--- src/rtl/larger_pkg.sv ---
// Shared lane functions, pipeline depth and saturating accumulator helper for larger_pipe.
// Lane functions take a maximal-width vector; callers zero-extend operands and truncate results.
package larger_pkg;

    localparam int PIPE_DEPTH = 2;
    localparam int LANE_MAX   = 256;
    localparam int ACC_W      = 32;

    function automatic logic [LANE_MAX-1:0] larger_p(input logic [LANE_MAX-1:0] a,
                                                     input logic [LANE_MAX-1:0] b,
                                                     input logic [LANE_MAX-1:0] c);
        return a & b & c;
    endfunction

    function automatic logic [LANE_MAX-1:0] larger_q(input logic [LANE_MAX-1:0] b,
                                                     input logic [LANE_MAX-1:0] c);
        return c & ~b;
    endfunction

    // Adds inc to acc and clamps at 2^cnt_w-1; cnt_w must not exceed ACC_W.
    function automatic logic [ACC_W-1:0] sat_add(input logic [ACC_W-1:0] acc,
                                                 input logic [ACC_W-1:0] inc,
                                                 input int               cnt_w);
        logic [ACC_W:0] sum;
        logic [ACC_W:0] lim;
        sum = {1'b0, acc} + {1'b0, inc};
        lim = ((ACC_W+1)'(1) << cnt_w) - (ACC_W+1)'(1);
        return (sum > lim) ? lim[ACC_W-1:0] : sum[ACC_W-1:0];
    endfunction

endpackage

--- src/rtl/larger_stage.sv ---
// One valid/ready register slice carrying DW bits.
// Latency: 1 cycle.
// Backpressure: in_rdy = !out_vld || out_rdy (combinational pass-through); stalled slice holds.
module larger_stage #(
    parameter int DW = 8
) (
    input  logic          clk,
    input  logic          rst_n,
    input  logic          in_vld,
    input  logic [DW-1:0] in_dat,
    output logic          in_rdy,
    output logic          out_vld,
    output logic [DW-1:0] out_dat,
    input  logic          out_rdy
);

    assign in_rdy = !out_vld || out_rdy;

    always_ff @(posedge clk or negedge rst_n) begin
        if (!rst_n) begin
            out_vld <= 1'b0;
            out_dat <= '0;
        end else if (in_rdy) begin
            out_vld <= in_vld;
            if (in_vld) begin
                out_dat <= in_dat;
            end
        end
    end

endmodule

--- src/rtl/larger_pipe.sv ---
// Bitwise Larger cell (P = a&b&c, Q = c&~b) over WIDTH lanes; optional hit counters via LARGER_STATS_EN.
// Latency: 2 cycles, one beat per cycle.
// Backpressure: full valid/ready, combinational out_ready -> in_ready chain, holds up to 2 beats.
module larger_pipe
    import larger_pkg::*;
#(
    parameter int WIDTH = 8,
    parameter int CNT_W = 16
) (
    input  logic             clk,
    input  logic             rst_n,
    input  logic             in_valid,
    output logic             in_ready,
    input  logic [WIDTH-1:0] in_a,
    input  logic [WIDTH-1:0] in_b,
    input  logic [WIDTH-1:0] in_c,
    output logic             out_valid,
    input  logic             out_ready,
    output logic [WIDTH-1:0] out_p,
    output logic [WIDTH-1:0] out_q
`ifdef LARGER_STATS_EN
    ,
    input  logic             clr_stats,
    output logic [CNT_W-1:0] p_count,
    output logic [CNT_W-1:0] q_count
`endif
);

    typedef struct packed {
        logic [WIDTH-1:0] a;
        logic [WIDTH-1:0] b;
        logic [WIDTH-1:0] c;
    } opnd_t;

    typedef struct packed {
        logic [WIDTH-1:0] p;
        logic [WIDTH-1:0] q;
    } res_t;

    opnd_t s1_in_dat;
    opnd_t s1_dat;
    logic  s1_vld;
    res_t  s2_in_dat;
    res_t  s2_dat;
    logic  s2_rdy;

    assign s1_in_dat.a = in_a;
    assign s1_in_dat.b = in_b;
    assign s1_in_dat.c = in_c;

    larger_stage #(.DW($bits(opnd_t))) u_s1 (
        .clk     (clk),
        .rst_n   (rst_n),
        .in_vld  (in_valid),
        .in_dat  (s1_in_dat),
        .in_rdy  (in_ready),
        .out_vld (s1_vld),
        .out_dat (s1_dat),
        .out_rdy (s2_rdy)
    );

    assign s2_in_dat.p = WIDTH'(larger_p(LANE_MAX'(s1_dat.a), LANE_MAX'(s1_dat.b), LANE_MAX'(s1_dat.c)));
    assign s2_in_dat.q = WIDTH'(larger_q(LANE_MAX'(s1_dat.b), LANE_MAX'(s1_dat.c)));

    larger_stage #(.DW($bits(res_t))) u_s2 (
        .clk     (clk),
        .rst_n   (rst_n),
        .in_vld  (s1_vld),
        .in_dat  (s2_in_dat),
        .in_rdy  (s2_rdy),
        .out_vld (out_valid),
        .out_dat (s2_dat),
        .out_rdy (out_ready)
    );

    assign out_p = s2_dat.p;
    assign out_q = s2_dat.q;

`ifdef LARGER_STATS_EN
    logic             xfer;
    logic [ACC_W-1:0] p_inc;
    logic [ACC_W-1:0] q_inc;
    logic [CNT_W-1:0] p_base;
    logic [CNT_W-1:0] q_base;

    assign xfer = out_valid && out_ready;

    // Clear replaces the old total but the beat transferring this cycle still counts.
    always_comb begin
        p_inc = '0;
        q_inc = '0;
        if (xfer) begin
            for (int i = 0; i < WIDTH; i++) begin
                p_inc = p_inc + ACC_W'(s2_dat.p[i]);
                q_inc = q_inc + ACC_W'(s2_dat.q[i]);
            end
        end
        p_base = clr_stats ? '0 : p_count;
        q_base = clr_stats ? '0 : q_count;
    end

    always_ff @(posedge clk or negedge rst_n) begin
        if (!rst_n) begin
            p_count <= '0;
            q_count <= '0;
        end else begin
            p_count <= CNT_W'(sat_add(ACC_W'(p_base), p_inc, CNT_W));
            q_count <= CNT_W'(sat_add(ACC_W'(q_base), q_inc, CNT_W));
        end
    end
`endif

endmodule

--- config.mk ---
export PLATFORM = sky130hd
export DESIGN_NAME = larger_pipe
export DESIGN_NICKNAME = d
export VERILOG_FILES = /design/src/rtl/larger_pkg.sv /design/src/rtl/larger_stage.sv /design/src/rtl/larger_pipe.sv
export SDC_FILE = /design/constraint.sdc
export NUM_CORES = 1
export LEC_CHECK = 0
export ABC_AREA = 1
export ABC_CLOCK_PERIOD_IN_PS = 1300
export CAP_MARGIN = 20
export CORE_MARGIN = 2
export CORE_UTILIZATION = 47
export DETAILED_ROUTE_END_ITERATION = 7
export PLACE_DENSITY = 0.79
export SETUP_SLACK_MARGIN = 0.05
export SLEW_MARGIN = 20
export SYNTH_ARGS = -nofsm -noshare
export SYNTH_HDL_FRONTEND = slang
export SYNTH_SLANG_ARGS = --single-unit
export TNS_END_PERCENT = 5
--- constraint.sdc ---
create_clock -name clk -period 1.3 [get_ports clk]
set_input_delay 0.26 -clock clk [delete_from_list [all_inputs] [get_ports clk]]
set_output_delay 0.26 -clock clk [all_outputs]
set_load 0.01 [all_outputs]
==> results of run 1 <==
layout by cell type, fill, tap and decap left out:
cell type / netlist / layout
clkbuf_1: 0 / 2
inv_1: 9 / 9
dlygate4sd2_1: 0 / 1
clkbuf_2: 1 / 11
dfrtp_1: 42 / 42
buf_2: 7 / 6
nand3_4: 0 / 1
o21ai_0: 16 / 16
buf_6: 2 / 2
buf_4: 0 / 5
nand2_2: 1 / 1
nand2_1: 76 / 76
dlygate4sd3_1: 0 / 1
buf_12: 0 / 3
nand3_1: 32 / 32
clkdlybuf4s50_1: 0 / 26
clkbuf_4: 0 / 5
repair_timing:
item / CTS / global route
setup buffers: 1 / 0
setup endpoints to repair: 18 / 40
resized for setup: 47 / 14
hold buffers: 1 / 0
endpoints found under the hold margin: 42 / 0
final cells by class:
cell class	count	area share (%)
tap	46	2.59
inverter	9	1.52
sequential	42	47.3
clock buffer	7	2.03
multi-input combinational	126	24.7
timing repair buffer	55	21.8
cell families after synthesis:
logic type / count (synthesis) / share of synthesized area (%)
DFF: 42 / 62.2
AOI/OAI and AO/OA: 16 / 4.74
buffers and inverters: 19 / 5.70
and+or+nand+nor: 110 / 27.3
registers in the layout, indices dropped and copies added, names as in the netlist:
register,cells
u_s1.out_dat,24
u_s2.out_dat,16
u_s1.out_vld,1
u_s2.out_vld,1
power by group:
| part | switching [mW] | total [mW] | internal (mW) |
|---|---|---|---|
| Sequential | 0.136 | 1.65 | 1.52 |
| Clock | 0.379 | 0.583 | 0.204 |
| Combinational | 0.350 | 0.670 | 0.319 |
metal layers:
| metal | vias to the layer above | wire length [um] |
|---|---|---|
| met2 | 36 | 1470 |
| met4 | 0 | 65 |
| met1 | 615 | 1640 |
| li1 | 699 | - |
| met3 | 4 | 155 |
| met5 | - | 0 |
path summary, 6_finish.rpt:
path	depth (start not counted)	endpoint
max in group asynchronous	3	u_s1.out_dat[19]$_DFFE_PN0P_
worst max-delay path	3	in_ready
worst max register to register	7	u_s1.out_dat[17]$_DFFE_PN0P_
worst min register to register	2	u_s1.out_dat[18]$_DFFE_PN0P_
worst min-delay path	3	u_s1.out_dat[0]$_DFFE_PN0P_
min in group clk	3	u_s1.out_dat[0]$_DFFE_PN0P_
worst min-delay path, delay by kind of cell:
kind	cells	cell delay [ns]
buffers and inverters	3	0.86
==> metrics.cfg, run 1 <==
[drt]
ant_nets=0
drc=0
dr_total_vias=1354
vias_per_cell=4.75
finalWirelength_um=3340
drtIter0Drc=80
detail_route.wl_per_cell_um=11.7
drt_pass1_iterations=4

[synthesis]
synthesis.area_um2=1690
synth_seq_area_share_pct=62.2
synth_flop_cell=dfrtp_1
syn-instance-count=187
synth_top_area_share_pct=62.2
ys_types=10
synth_edf_count=0
ys_ff_latch=42
yosys_warnings=0
synth_area_per_cell_um2=9.03
synth_commonest_cells=nand2_1 (76), dfrtp_1 (42), nand3_1 (32)
yosys.area.top_type=dfrtp_1
yosysMostFrequentCell=nand2_1
synth_top_cells_by_area=dfrtp_1 (62%), nand2_1 (17%), nand3_1 (9.5%)
synthArstFlopShare_pct=100
syn_nets=215

[sta]
period_minus_slack_ns=1.31
maxSlewHeadroom_pct=85.4
timing.hold.ws_ns=0.389
setup_violations=1
finalSetupTns_ns=-0.0145
max_freq_ghz=0.761
skew_ns=0.00665
slew_violations=0
rsz0062_at_grt=yes
tightest_slew_ns=0.220
finalWorstSetupSlack_ns=-0.0145
finalHoldViolCount=0
fin_crit_sh_pct=101

[setup_path]
cp-startpoint=u_s2.out_vld$_DFFE_PN0P_
cp_cell_sequence=buf_6, nand3_4, buf_6
r2r_start=u_s2.out_vld$_DFFE_PN0P_
crit_type=reg -> out
cp-start-kind=register
max_stage_delay_ns=0.41
crit_family=flip-flops
crit_fanout=2
path_buf_inv=2
cp-end-kind=primary output
cpMaxStageDelayCell=dfrtp_1
crit_top_cell=buf_6
r2r_slack_ns=0.01
cp.required_ns=1.04
worst_ep_arrival_time_ns=1.05

[floorplan]
dieHeight_um=64.0
die_x_um=64.0
initial_core_util_pct=49.8
io_pins=46
rows=21
coreArea_um2=3390
die_area_um2=4090

[finish]
final_core_util_pct=65.5
n_antenna_cell=0
drive_gt1_share_pct=14.2
multi_input_area_um2=549
final_cells=285
nets=267
syn_to_final_growth_pct=31.5
final-seq-area_um2=1050
final_cell_area_um2=2220
fill_cells=289

[run_status]
failed_checks=setup timing
status=complete, but fails checks

[min_path]
hold_path_class=in -> async

[place]
port_buffers=45
dp_slack_ns=-0.340
place_congestion=0.767
hpwlAfterDp_um=2280
placed_area_um2=2230
dp_cells=276

[global_routing]
met1_usage_pct=26.0
grt_pass1_wl_um=5650
grtUsageTotal_pct=19.1
grt_max_degree=43
grt-ovfl-total=0
grt_pass1_vias=1185
grtUsageMet2_pct=27.5
grt-busiest-layer=met2
antenna_found_initial=0
use_met3_pct=6.34

[clock_tree]
cts.sinks=42
htreeDepth=2
clk_latency_ns=0.34
cts_made_buffers=5
cts.clk_slew.worst_paths_ns=0.11
clk_path_buf_depth=2
ctsRootBufferMaster=clkbuf_4
cts_tree=done

[power]
ir_worst_vdd_mv=0.647
power.total_mw=2.90
power_density_nw_per_um2=1310
leakage_nw=1.14

[flow_run]
maxCapViolations=0

Note: power is estimated with default switching activity, not from simulation.
==> inputs of run 2 (changes only) <==
--- a/config.mk
+++ b/config.mk
@@ -13,7 +13,7 @@
 export DETAILED_ROUTE_END_ITERATION = 7
 export PLACE_DENSITY = 0.79
 export SETUP_SLACK_MARGIN = 0.05
-export SLEW_MARGIN = 20
+export SLEW_MARGIN = 0
 export SYNTH_ARGS = -nofsm -noshare
 export SYNTH_HDL_FRONTEND = slang
 export SYNTH_SLANG_ARGS = --single-unit
==> results of run 2 <==
Same layout as run 1: the final DEF is identical, and so are final timing and power.
==> inputs of run 3 (changes only) <==
--- a/config.mk
+++ b/config.mk
@@ -6,12 +6,12 @@
 export NUM_CORES = 1
 export LEC_CHECK = 0
 export ABC_AREA = 1
-export ABC_CLOCK_PERIOD_IN_PS = 1300
+export ABC_CLOCK_PERIOD_IN_PS = 1150
 export CAP_MARGIN = 20
 export CORE_MARGIN = 2
-export CORE_UTILIZATION = 47
+export CORE_UTILIZATION = 42
 export DETAILED_ROUTE_END_ITERATION = 7
-export PLACE_DENSITY = 0.79
+export PLACE_DENSITY = 0.75
 export SETUP_SLACK_MARGIN = 0.05
 export SLEW_MARGIN = 0
 export SYNTH_ARGS = -nofsm -noshare
==> constraint.sdc (replaced) <==
create_clock -name clk -period 1.15 [get_ports clk]
set_input_delay 0.23 -clock clk [delete_from_list [all_inputs] [get_ports clk]]
set_output_delay 0.23 -clock clk [all_outputs]
set_load 0.01 [all_outputs]
==> run 3 against run 2 <==
Net effect:
- the flow still finishes with violations (setup timing)
- sequential power up 13%
- sequential share of layout area down 0.55 points
- clock skew up 0.0028 ns
- die area up 11%
- critical path type is now in -> out
- clock-buffer cell count unchanged
- critical path depth up 1
- via count down 2.7%
- clock power up 65%
- largest cell class unchanged
- cell count up 1.4%
==> metrics.cfg, run 3 (same netlist as run 1, synthesis figures left out) <==
[run_status]
status=complete, but fails checks
failed_checks=setup timing

[drt]
drtIter0Drc=72  ; -10%
dr_total_vias=1317  ; -2.7%
drc=0  ; unchanged
drt_pass1_iterations=5  ; +1
finalWirelength_um=3400  ; +2.0%
detail_route.wl_per_cell_um=11.8  ; +0.63%
ant_nets=0  ; unchanged
vias_per_cell=4.56  ; -4.1%

[clock_tree]
clk_latency_ns=0.30  ; -0.04 ns
cts_made_buffers=5  ; unchanged
ctsRootBufferMaster=clkbuf_8
cts_tree=done
cts.sinks=42  ; unchanged
htreeDepth=2  ; unchanged
clk_path_buf_depth=2  ; unchanged
cts.clk_slew.worst_paths_ns=0.08  ; -0.03 ns

[global_routing]
grt_max_degree=43  ; unchanged
grt-ovfl-total=0  ; unchanged
antenna_found_initial=0  ; unchanged
grt_pass1_wl_um=5600  ; -0.99%
grt_pass1_vias=1144  ; -3.5%
grtUsageTotal_pct=17.3  ; -1.7 points

[min_path]
hold_path_class=in -> async

[sta]
tightest_slew_ns=0.221  ; +0.00109 ns
slew_violations=0  ; unchanged
skew_ns=0.00947  ; +0.00282 ns
period_minus_slack_ns=1.19
fin_crit_sh_pct=104
maxSlewHeadroom_pct=85.3  ; about the same
rsz0062_at_grt=yes
finalHoldViolCount=0  ; unchanged
finalWorstSetupSlack_ns=-0.0419  ; -0.0274 ns
setup_violations=1  ; unchanged
max_freq_ghz=0.839

[floorplan]
die_area_um2=4540  ; +11%
die_x_um=67.4  ; +5.4%
coreArea_um2=3940  ; +16%
dieHeight_um=67.4  ; +5.4%
rows=23  ; +9.5%
initial_core_util_pct=42.8  ; -7.0 points
io_pins=46  ; unchanged

[setup_path]
crit_fanout=2  ; unchanged
crit_type=in -> out
cp-start-kind=input port
worst_ep_arrival_time_ns=0.96  ; -0.09 ns
cp-end-kind=primary output
cp.required_ns=0.92  ; -0.12 ns

[power]
leakage_nw=1.15  ; +1.6%
power.total_mw=3.56  ; +23%
power_density_nw_per_um2=1590  ; +21%
ir_worst_vdd_mv=0.654  ; +1.1%

[finish]
final_cell_area_um2=2250  ; +1.2%
drive_gt1_share_pct=15.5  ; +1.3 points
largest_reg_flops=24  ; unchanged
syn_to_final_growth_pct=33.0
layout_common_cells=nand2_1 (76), dfrtp_1 (42), nand3_1 (32)
n_antenna_cell=0  ; unchanged
nets=266  ; -0.37%
final_common_cell=nand2_1
regMostFlops=u_s1.out_dat
fill_cells=356  ; +23%
reg.largest.list=u_s1.out_dat x24, u_s2.out_dat x16

[place]
port_buffers=45  ; unchanged
placed_area_um2=2230  ; +0.22%
place_congestion=0.758  ; -1.2%
hpwlAfterDp_um=2490  ; +9.0%

[flow_run]
maxCapViolations=0  ; unchanged

==> run 3: final cells by class <==
class                      instances  area, um2  share of cell area [%]
clock inverter                     1       5.00                   0.223
clock buffer                       7       86.3                    3.84
multi-input combinational        126        542                    24.1
inverter                           9       33.8                    1.50
sequential                        42       1050                    46.8
timing repair buffer              54        467                    20.8
tap                               50       62.6                    2.78
==> run 3: through the flow <==
step                      utilization [%]  worst slack [ns]  setup TNS (ns)  hold WS (ns)  std cells
after floorplan                         -             0.126               0       -0.0656        187
after global placement               56.6            -0.411          -10.31         0.216        280
after detailed placement             56.6            -0.420          -10.88         0.217        280
after CTS                            56.9           -0.0203         -0.0744         0.435        289
after global routing                 57.0           -0.0770          -0.782         0.476        289
final                                57.0           -0.0419         -0.0419         0.428        289
==> run 3: timing repair <==
action / in CTS / in global routing
gates cloned: 0 / 0
setup buffers: 0 / 0
hold buffers: 1 / 0
pin swaps: 0 / 1
endpoints found under the setup margin: 42 / 31
gates resized for setup: 72 / 5
hold endpoints to repair: 42 / 0
==> run 3: worst max-delay path, cell delays in order <==
cell	delay, ns
clkdlybuf4s50_1	0.47
inv_2	0.04
nand3_2	0.08
buf_2	0.14
==> run 3: final timing paths <==
check	from	endpoint	slack, ns	cells after the start
worst max-delay path	out_ready	in_ready	-0.04	4
worst min-delay path	rst_n	u_s1.out_dat[7]$_DFFE_PN0P_	0.43	3
worst max register to register	u_s2.out_vld$_DFFE_PN0P_	u_s1.out_dat[22]$_DFFE_PN0P_	0.05	6
worst min register to register	u_s2.out_dat[14]$_DFFE_PN0P_	u_s2.out_dat[14]$_DFFE_PN0P_	0.48	2
max in group asynchronous	rst_n	u_s1.out_dat[4]$_DFFE_PN0P_	0.52	3
min in group clk	u_s2.out_dat[14]$_DFFE_PN0P_	u_s2.out_dat[14]$_DFFE_PN0P_	0.48	2
==> run 3: routing by layer <==
metal | vias up | part of all wire (%) | track usage [%] | routed length (um)
li1 | 702 | - | - | -
met1 | 570 | 47 | 24.9 | 1590
met2 | 38 | 45 | 24.1 | 1530
met3 | 7 | 6.5 | 4.17 | 221
met4 | 0 | 1.9 | 9.18 | 66
met5 | - | 0 | 0 | 0
==> run 3: power breakdown <==
| part | leakage, nW | switching [mW] | internal [mW] |
|---|---|---|---|
| registers | 0.531 | 0.153 | 1.71 |
| logic | 0.575 | 0.390 | 0.346 |
| clock network | 0.0482 | 0.477 | 0.484 |
| total | 1.15 | 1.02 | 2.54 |
